File: config.mk
export PLATFORM = sky130hd
export DESIGN_NAME = avm_ocm_block_reader
export DESIGN_NICKNAME = d
export VERILOG_FILES = /design/src/rtl/hram_sys_pkg.sv /design/src/rtl/sync_fifo_fwft.sv /design/src/rtl/avm_ocm_block_reader.sv
export SDC_FILE = /design/constraint.sdc
export NUM_CORES = 1
export LEC_CHECK = 0
export ABC_AREA = 1
export CORE_UTILIZATION = 30
export DETAILED_ROUTE_END_ITERATION = 16
export PLACE_DENSITY = 0.46
export SLEW_MARGIN = 10
export SYNTH_ARGS = -nofsm -noshare
export SYNTH_HDL_FRONTEND = slang
export SYNTH_SLANG_ARGS = --single-unit
File: constraint.sdc
create_clock -name clk -period 5.7 [get_ports clk]
set_input_delay 0.57 -clock clk [delete_from_list [all_inputs] [get_ports clk]]
set_output_delay 0.57 -clock clk [all_outputs]
set_load 0.005 [all_outputs]
File: src/rtl/hram_sys_pkg.sv
// rtl/hram_sys_pkg.sv - shared state encoding and default widths for the hram subsystem
package hram_sys_pkg;

    localparam int DEF_DATA_W       = 16;
    localparam int DEF_ADDR_W       = 11;
    localparam int DEF_READ_LATENCY = 1;
    localparam int DEF_FIFO_DEPTH   = 4;

    typedef enum logic [1:0] {
        IDLE   = 2'd0,
        ISSUE  = 2'd1,
        DRAIN  = 2'd2,
        FINISH = 2'd3
    } rd_state_e;

endpackage

File: src/rtl/sync_fifo_fwft.sv
// rtl/sync_fifo_fwft.sv - show-ahead synchronous FIFO with occupancy count
module sync_fifo_fwft #(
    parameter int WIDTH = 17,
    parameter int DEPTH = 4
) (
    input  logic                     clk,
    input  logic                     reset,
    input  logic                     push,
    input  logic [WIDTH-1:0]         push_data,
    input  logic                     pop,
    output logic [WIDTH-1:0]         pop_data,
    output logic                     empty,
    output logic [$clog2(DEPTH):0]   count
);
    localparam int PW = $clog2(DEPTH);
    localparam logic [PW:0] FULL_CNT = (PW+1)'(DEPTH);

    logic [WIDTH-1:0] mem_q [DEPTH];
    logic [PW-1:0]    wr_ptr_q, wr_ptr_d, rd_ptr_q, rd_ptr_d;
    logic [PW:0]      count_q, count_d;
    logic             do_push, do_pop;

    // A pop frees the slot at the same edge, so push is accepted when full if popping.
    assign do_pop  = pop && (count_q != '0);
    assign do_push = push && ((count_q != FULL_CNT) || do_pop);

    always_comb begin
        wr_ptr_d = wr_ptr_q + PW'(do_push);
        rd_ptr_d = rd_ptr_q + PW'(do_pop);
        count_d  = count_q + (PW+1)'(do_push) - (PW+1)'(do_pop);
    end

    always_ff @(posedge clk) begin
        if (reset) begin
            wr_ptr_q <= '0;
            rd_ptr_q <= '0;
            count_q  <= '0;
        end else begin
            wr_ptr_q <= wr_ptr_d;
            rd_ptr_q <= rd_ptr_d;
            count_q  <= count_d;
        end
    end

    always_ff @(posedge clk) begin
        if (do_push) begin
            mem_q[wr_ptr_q] <= push_data;
        end
    end

    assign pop_data = mem_q[rd_ptr_q];
    assign empty    = (count_q == '0);
    assign count    = count_q;

endmodule

File: src/rtl/avm_ocm_block_reader.sv
// rtl/avm_ocm_block_reader.sv - reads a block of words from on-chip memory into a stream
module avm_ocm_block_reader
    import hram_sys_pkg::*;
#(
    parameter int DATA_W       = DEF_DATA_W,
    parameter int ADDR_W       = DEF_ADDR_W,
    parameter int READ_LATENCY = DEF_READ_LATENCY,
    parameter int FIFO_DEPTH   = DEF_FIFO_DEPTH
) (
    input  logic                clk,
    input  logic                reset,
    input  logic                start,
    input  logic [ADDR_W-1:0]   base_addr,
    input  logic [ADDR_W:0]     length,
    output logic                busy,
    output logic                done,
    output logic [ADDR_W-1:0]   avm_address,
    output logic                avm_chipselect,
    output logic                avm_write,
    output logic [DATA_W/8-1:0] avm_byteenable,
    output logic                avm_clken,
    input  logic [DATA_W-1:0]   avm_readdata,
    output logic [DATA_W-1:0]   out_data,
    output logic                out_valid,
    input  logic                out_ready,
    output logic                out_last
);
    localparam int SR_W  = READ_LATENCY + 1;
    localparam int CNT_W = $clog2(FIFO_DEPTH) + 1;
    localparam int OCC_W = CNT_W + 1;
    localparam logic [OCC_W-1:0] DEPTH_OCC = OCC_W'(FIFO_DEPTH);
    localparam logic [ADDR_W:0]  ONE_L     = (ADDR_W+1)'(1);

    rd_state_e         state_q, state_d;
    logic [ADDR_W-1:0] base_q, base_d, addr_q, addr_d;
    logic [ADDR_W:0]   len_q, len_d, issued_q, issued_d, cap_cnt_q, cap_cnt_d;
    logic [SR_W-1:0]   vld_sr_q, vld_sr_d;
    logic              cs_q, cs_d, busy_q, busy_d, done_q, done_d;
    logic [OCC_W-1:0]  inflight;
    logic [CNT_W-1:0]  fifo_count;
    logic              fifo_empty, push, pop, can_issue, cap_last;
    logic [DATA_W:0]   head;

    always_comb begin
        inflight = '0;
        for (int i = 0; i < SR_W; i++) begin
            inflight = inflight + OCC_W'(vld_sr_q[i]);
        end
    end

    // Bit 0 mirrors the registered chipselect; the top bit marks readdata valid this cycle.
    assign push      = vld_sr_q[READ_LATENCY];
    assign pop       = ~fifo_empty & out_ready;
    assign cap_last  = (cap_cnt_q == len_q - ONE_L);
    assign can_issue = (state_q == ISSUE) && (issued_q != len_q) &&
                       ((OCC_W'(fifo_count) + inflight) < DEPTH_OCC);

    always_comb begin
        state_d   = state_q;
        base_d    = base_q;
        len_d     = len_q;
        issued_d  = issued_q;
        cap_cnt_d = cap_cnt_q;
        addr_d    = addr_q;
        cs_d      = 1'b0;
        vld_sr_d  = {vld_sr_q[SR_W-2:0], can_issue};
        if (push) begin
            cap_cnt_d = cap_cnt_q + ONE_L;
        end
        unique case (state_q)
            IDLE: begin
                if (start) begin
                    base_d    = base_addr;
                    len_d     = length;
                    issued_d  = '0;
                    cap_cnt_d = '0;
                    state_d   = (length == '0) ? FINISH : ISSUE;
                end
            end
            ISSUE: begin
                if (can_issue) begin
                    cs_d     = 1'b1;
                    addr_d   = base_q + issued_q[ADDR_W-1:0];
                    issued_d = issued_q + ONE_L;
                end else if (issued_q == len_q) begin
                    state_d = DRAIN;
                end
            end
            DRAIN: begin
                if (inflight == '0 && fifo_count == '0 && !push && !pop) begin
                    state_d = FINISH;
                end
            end
            FINISH:  state_d = IDLE;
            default: state_d = IDLE;
        endcase
        busy_d = (state_d != IDLE);
        done_d = (state_d == FINISH);
    end

    always_ff @(posedge clk) begin
        if (reset) begin
            state_q   <= IDLE;
            base_q    <= '0;
            len_q     <= '0;
            issued_q  <= '0;
            cap_cnt_q <= '0;
            addr_q    <= '0;
            vld_sr_q  <= '0;
            cs_q      <= 1'b0;
            busy_q    <= 1'b0;
            done_q    <= 1'b0;
        end else begin
            state_q   <= state_d;
            base_q    <= base_d;
            len_q     <= len_d;
            issued_q  <= issued_d;
            cap_cnt_q <= cap_cnt_d;
            addr_q    <= addr_d;
            vld_sr_q  <= vld_sr_d;
            cs_q      <= cs_d;
            busy_q    <= busy_d;
            done_q    <= done_d;
        end
    end

    sync_fifo_fwft #(
        .WIDTH (DATA_W + 1),
        .DEPTH (FIFO_DEPTH)
    ) u_fifo (
        .clk       (clk),
        .reset     (reset),
        .push      (push),
        .push_data ({cap_last, avm_readdata}),
        .pop       (pop),
        .pop_data  (head),
        .empty     (fifo_empty),
        .count     (fifo_count)
    );

    assign busy           = busy_q;
    assign done           = done_q;
    assign avm_address    = addr_q;
    assign avm_chipselect = cs_q;
    assign avm_write      = 1'b0;
    assign avm_byteenable = '1;
    assign avm_clken      = 1'b1;
    assign out_data       = head[DATA_W-1:0];
    assign out_valid      = ~fifo_empty;
    assign out_last       = ~fifo_empty & head[DATA_W];

endmodule

==> summary.md <==
| Metric | Value |
|---|---|
| DRC errors left | `0` |
| Post-CTS Setup Inserts | `0` |
| Routed vias | `5,225` |
| Cell-internal power | `0.00197 W` |
| Die Width | `151 µm` |
| Worst reg2reg setup slack | `3.31 ns` |
| Worst R2R End | `issued_q[1]` |
| Mux contribution to synthesized area | `0%` |
| MaxCap Viol Count | `0` |
| Post_cts resized | `0` |
| Vias per inst | `4.59` |
| Fmax | `between 200 and 300 MHz` |
| Critical path data required time | `between 5 and 6 ns` |
| Setup-failing EPs final | `0` |
| Synthesis warning total | `0` |
| R2r startpoint | `vld_sr_q[1]` |
| Clk pwr share | `37.5%` |
| Skew-Pair Late Insertion Delay | `0.42 ns` |
| Avg WL per Cell | `~14 µm` |
| Simple-gate share of the synthesized area | `about a fifth` |
| Router iterations before antenna repair | `4` |
| Fin crit period | `~3.8 ns` |
| CTS root buf | `clkbuf_16` |
| # diodes | `0` |
| Slowest CP cell | `dfxtp_1` |
| Sink of the worst hold path | `avm_address[2]` |
| Layout Nets | `around 900` |
| FP Rows | `54` |
| GPL Wtd Cong | `0.770` |
| TNS Setup | `0 ns` |
| Clk_skew | `just over 0.008 ns` |
| Period Utilization, post-route | `about two thirds` |
| Final Hold Vio Count | `0` |
| Starting density of the core | `a little under a third` |
| #FFs+latches synth | `140` |
| Syn Area/Cell | `between 8 and 9 µm²` |
| Largest net degree at the start of global routing | `37` |
| Largest family of logic cells by synthesized area | `simple AND/OR/NAND/NOR gates` |
| Compound-Gate Fraction of Synth Area | `11.0%` |
| Mapped Cells | `778` |
| Area growth from synthesis to layout | `23.3%` |
| Endpoint class of the critical path | `output port` |
| Max Slew Vio Count | `0` |
| Max clock buf depth | `2` |
| Antenna violations before repair | `0` |
| Seq/Total Area, Yosys | `52.0%` |
| Die footprint | `0.0229 mm²` |
| Adder-cell share of the synthesized area | `4.33%` |
| Placed wire-length estimate | `11.1 mm` |
| CP Max Fanout | `36` |
| Core region area | `0.0219 mm²` |
| Post-CTS Hold Fix Bufs | `0` |
| Sequential Power Share | `41.4%` |
| Final core occ | `a little under two fifths` |
| Worst Hold Depth | `2` |
| Synthesized cell area | `0.00670 mm²` |
| Hold Path Class | `flip-flop to flip-flop` |
| P_sw | `between 0.0008 and 0.0009 W` |
| Worst hold margin | `0.466 ns` |
| Starting DRT DRC Count | `219` |
| IO Port Bufs | `74` |
| Overall Global Routing Usage | `14.7%` |
| Post-DRT Antenna Nets | `0` |
| Share of layout cells above drive strength 1 | `6.98%` |
| Power share of the combinational group | `21.1%` |
| Pwr per Cell Area | `approximately 340 mW/mm²` |
| Slew @ Worst Pin | `1.13 ns` |
| First-pass GRT wire length | `25.6 mm` |
| Sw Ratio | `30.8%` |
| CTS tree | `yes` |
| Reg clk slew, reported paths | `0.06 ns` |
| Slew HR | `24.8%` |
| Post-synthesis cell type count | `37` |
| # H-tree levels | `4` |
| Critical Path Start Type | `flip-flop` |
| CP peak stage delay | `1.07 ns` |
| Xor/xnor share of the synthesized area | `5.56%` |
| Routed wire length | `15.9 mm` |
| Leak pwr | `approximately 3.1 nW` |
| GRT overflow | `0` |
| Worst ir drop on vdd | `0.000188 V` |
| Vias in the first global route | `4,893` |
| HP Start | `avm_address[2]` |
| Cell count of the worst reg-to-reg path | `11` |
| Die Y | `151 µm` |
| WP data arrival | `3.24 ns` |
| TritonCTS Buffers | `17` |
| Status | `finished, final reports clean` |
| Fill cells | `2,281` |
| I/O pin cnt | `79` |
| RSZ-0062 raised after global routing | `false` |
| CP cell instances | `inv_1 > o21ai_0 > o22ai_1 > clkdlybuf4s50_1` |
| Crit path kind | `flip-flop to output port` |
| Sink Count | `140` |
## worst max-delay path, delay by kind of cell, from the launching register on
family / cells / cell delay (ns)
compound gates: 2 / 0.50
buf+inv: 2 / 1.24
flops: 1 / 1.07
## synth_stat cells
library cell,count,share of area [%]
nand2_1,124,6.9
clkbuf_1,20,1.1
dfxtp_1,72,22
a211oi_1,1,0.11
nand4_1,6,0.56
nand3_2,1,0.15
a31oi_1,2,0.19
buf_6,4,0.67
fa_1,2,0.60
xnor3_1,1,0.34
nand3_4,1,0.26
a31o_2,1,0.13
inv_1,59,3.3
conb_1,2,0.11
nor4_1,2,0.19
buf_4,6,0.67
nand3_1,43,3.2
o21ai_1,6,0.45
a21oi_1,48,3.6
inv_2,10,0.56
nand2_2,1,0.093
ha_1,20,3.7
buf_1,2,0.11
xor2_1,24,3.1
o21a_1,2,0.22
or2_0,1,0.093
buf_2,3,0.22
nor3_1,13,0.97
o21ai_0,64,4.8
o22ai_1,16,1.5
nand3b_1,1,0.11
nor2_1,133,7.4
edfxtp_1,68,30
nor3b_1,1,0.11
nor3_2,1,0.15
nor2_2,1,0.093
xnor2_1,16,2.1
## cell usage in the layout, fill, tap and decap left out, types with 4 or more instances in the layout
master	count
nor2_1	133
nand2_1	124
clkdlybuf4s50_1	74
dfxtp_1	72
edfxtp_1	68
o21ai_0	64
inv_1	59
a21oi_1	48
nand3_1	43
xor2_1	24
ha_1	20
clkbuf_16	17
o22ai_1	16
xnor2_1	16
inv_2	10
nor3_1	9
buf_4	8
nand4_1	6
o21ai_1	6
inv_6	6
nor3_2	5
conb_1	4
inv_8	4
## power groups by stage
| stage | combinational (W) | sequential [W] | clock [W] |
|---|---|---|---|
| after detailed placement | 0.000612 | 0.00120 | 0 |
| after global routing | 0.000693 | 0.00119 | 0.00115 |
| after global placement | 0.000608 | 0.00120 | 0 |
| after floorplan | 0.000387 | 0.00116 | 0 |
| final | 0.000602 | 0.00118 | 0.00107 |
| after CTS | 0.000615 | 0.00118 | 0.00110 |
## logic make-up after synthesis
kind of cell	after synthesis
other	2
buffers and inverters	104
adders and majority gates	22
AOI/OAI and AO/OA	140
xor gates and xnor gates	41
DFF	140
and+or+nand+nor	329
## how the worst max path moves through the flow
stage / slack [ns] / from / cells past startpoint / end
global route: 1.55 / u_fifo.rd_ptr_q[0] / 4 / out_last
finish: 1.89 / u_fifo.rd_ptr_q[0] / 4 / out_data[3]
CTS: 1.83 / u_fifo.rd_ptr_q[0] / 4 / out_data[0]
detailed placement: 2.28 / u_fifo.rd_ptr_q[0] / 4 / out_data[0]
global placement: 2.36 / u_fifo.rd_ptr_q[0] / 4 / out_data[0]
floorplan: 3.13 / out_ready / 4 / u_fifo.mem_q[0][0]
## stage by stage
stage	cells	setup slack [ns]	cell area [µm²]	total power, W
finish	1139	1.89	8260	0.00285
global route	1139	1.55	8260	0.00303
global placement	1107	2.36	7690	0.00181
floorplan	780	3.13	6710	0.00154
detailed placement	1107	2.28	7690	0.00181
CTS	1139	1.83	8260	0.00289
## flip-flops by register name, summed over array words and instances (netlist names)
name,flops
u_fifo.rd_ptr_q,2
base_q,11
cap_cnt_q,12
busy,1
avm_chipselect,1
vld_sr_q,2
len_q,12
u_fifo.mem_q,68
issued_q,12
done,1
state_q,2
avm_address,11
u_fifo.wr_ptr_q,2
u_fifo.count,3
## final cells by class
cell class / instances / area, µm² / area share [%]
Clock inverter: 15 / 146 / 1.77
Timing Repair Buffer: 82 / 801 / 9.69
Multi-Input combinational cell: 536 / 2800 / 33.9
Clock buffer: 17 / 425 / 5.15
Tap cell: 280 / 350 / 4.24
Inverter: 69 / 259 / 3.13
Sequential cell: 140 / 3480 / 42.1
## per-layer routing
metal / part of all wire [%] / wire length (µm) / track usage [%] / vias up
met4: 0.60 / 95 / 3.90 / 0
li1: - / - / - / 2737
met1: 50 / 7980 / 20.3 / 2383
met5: 0 / 0 / 0 / -
met2: 45 / 7120 / 22.9 / 98
met3: 4.4 / 698 / 3.50 / 7
Power figures use the tool's default switching activity.
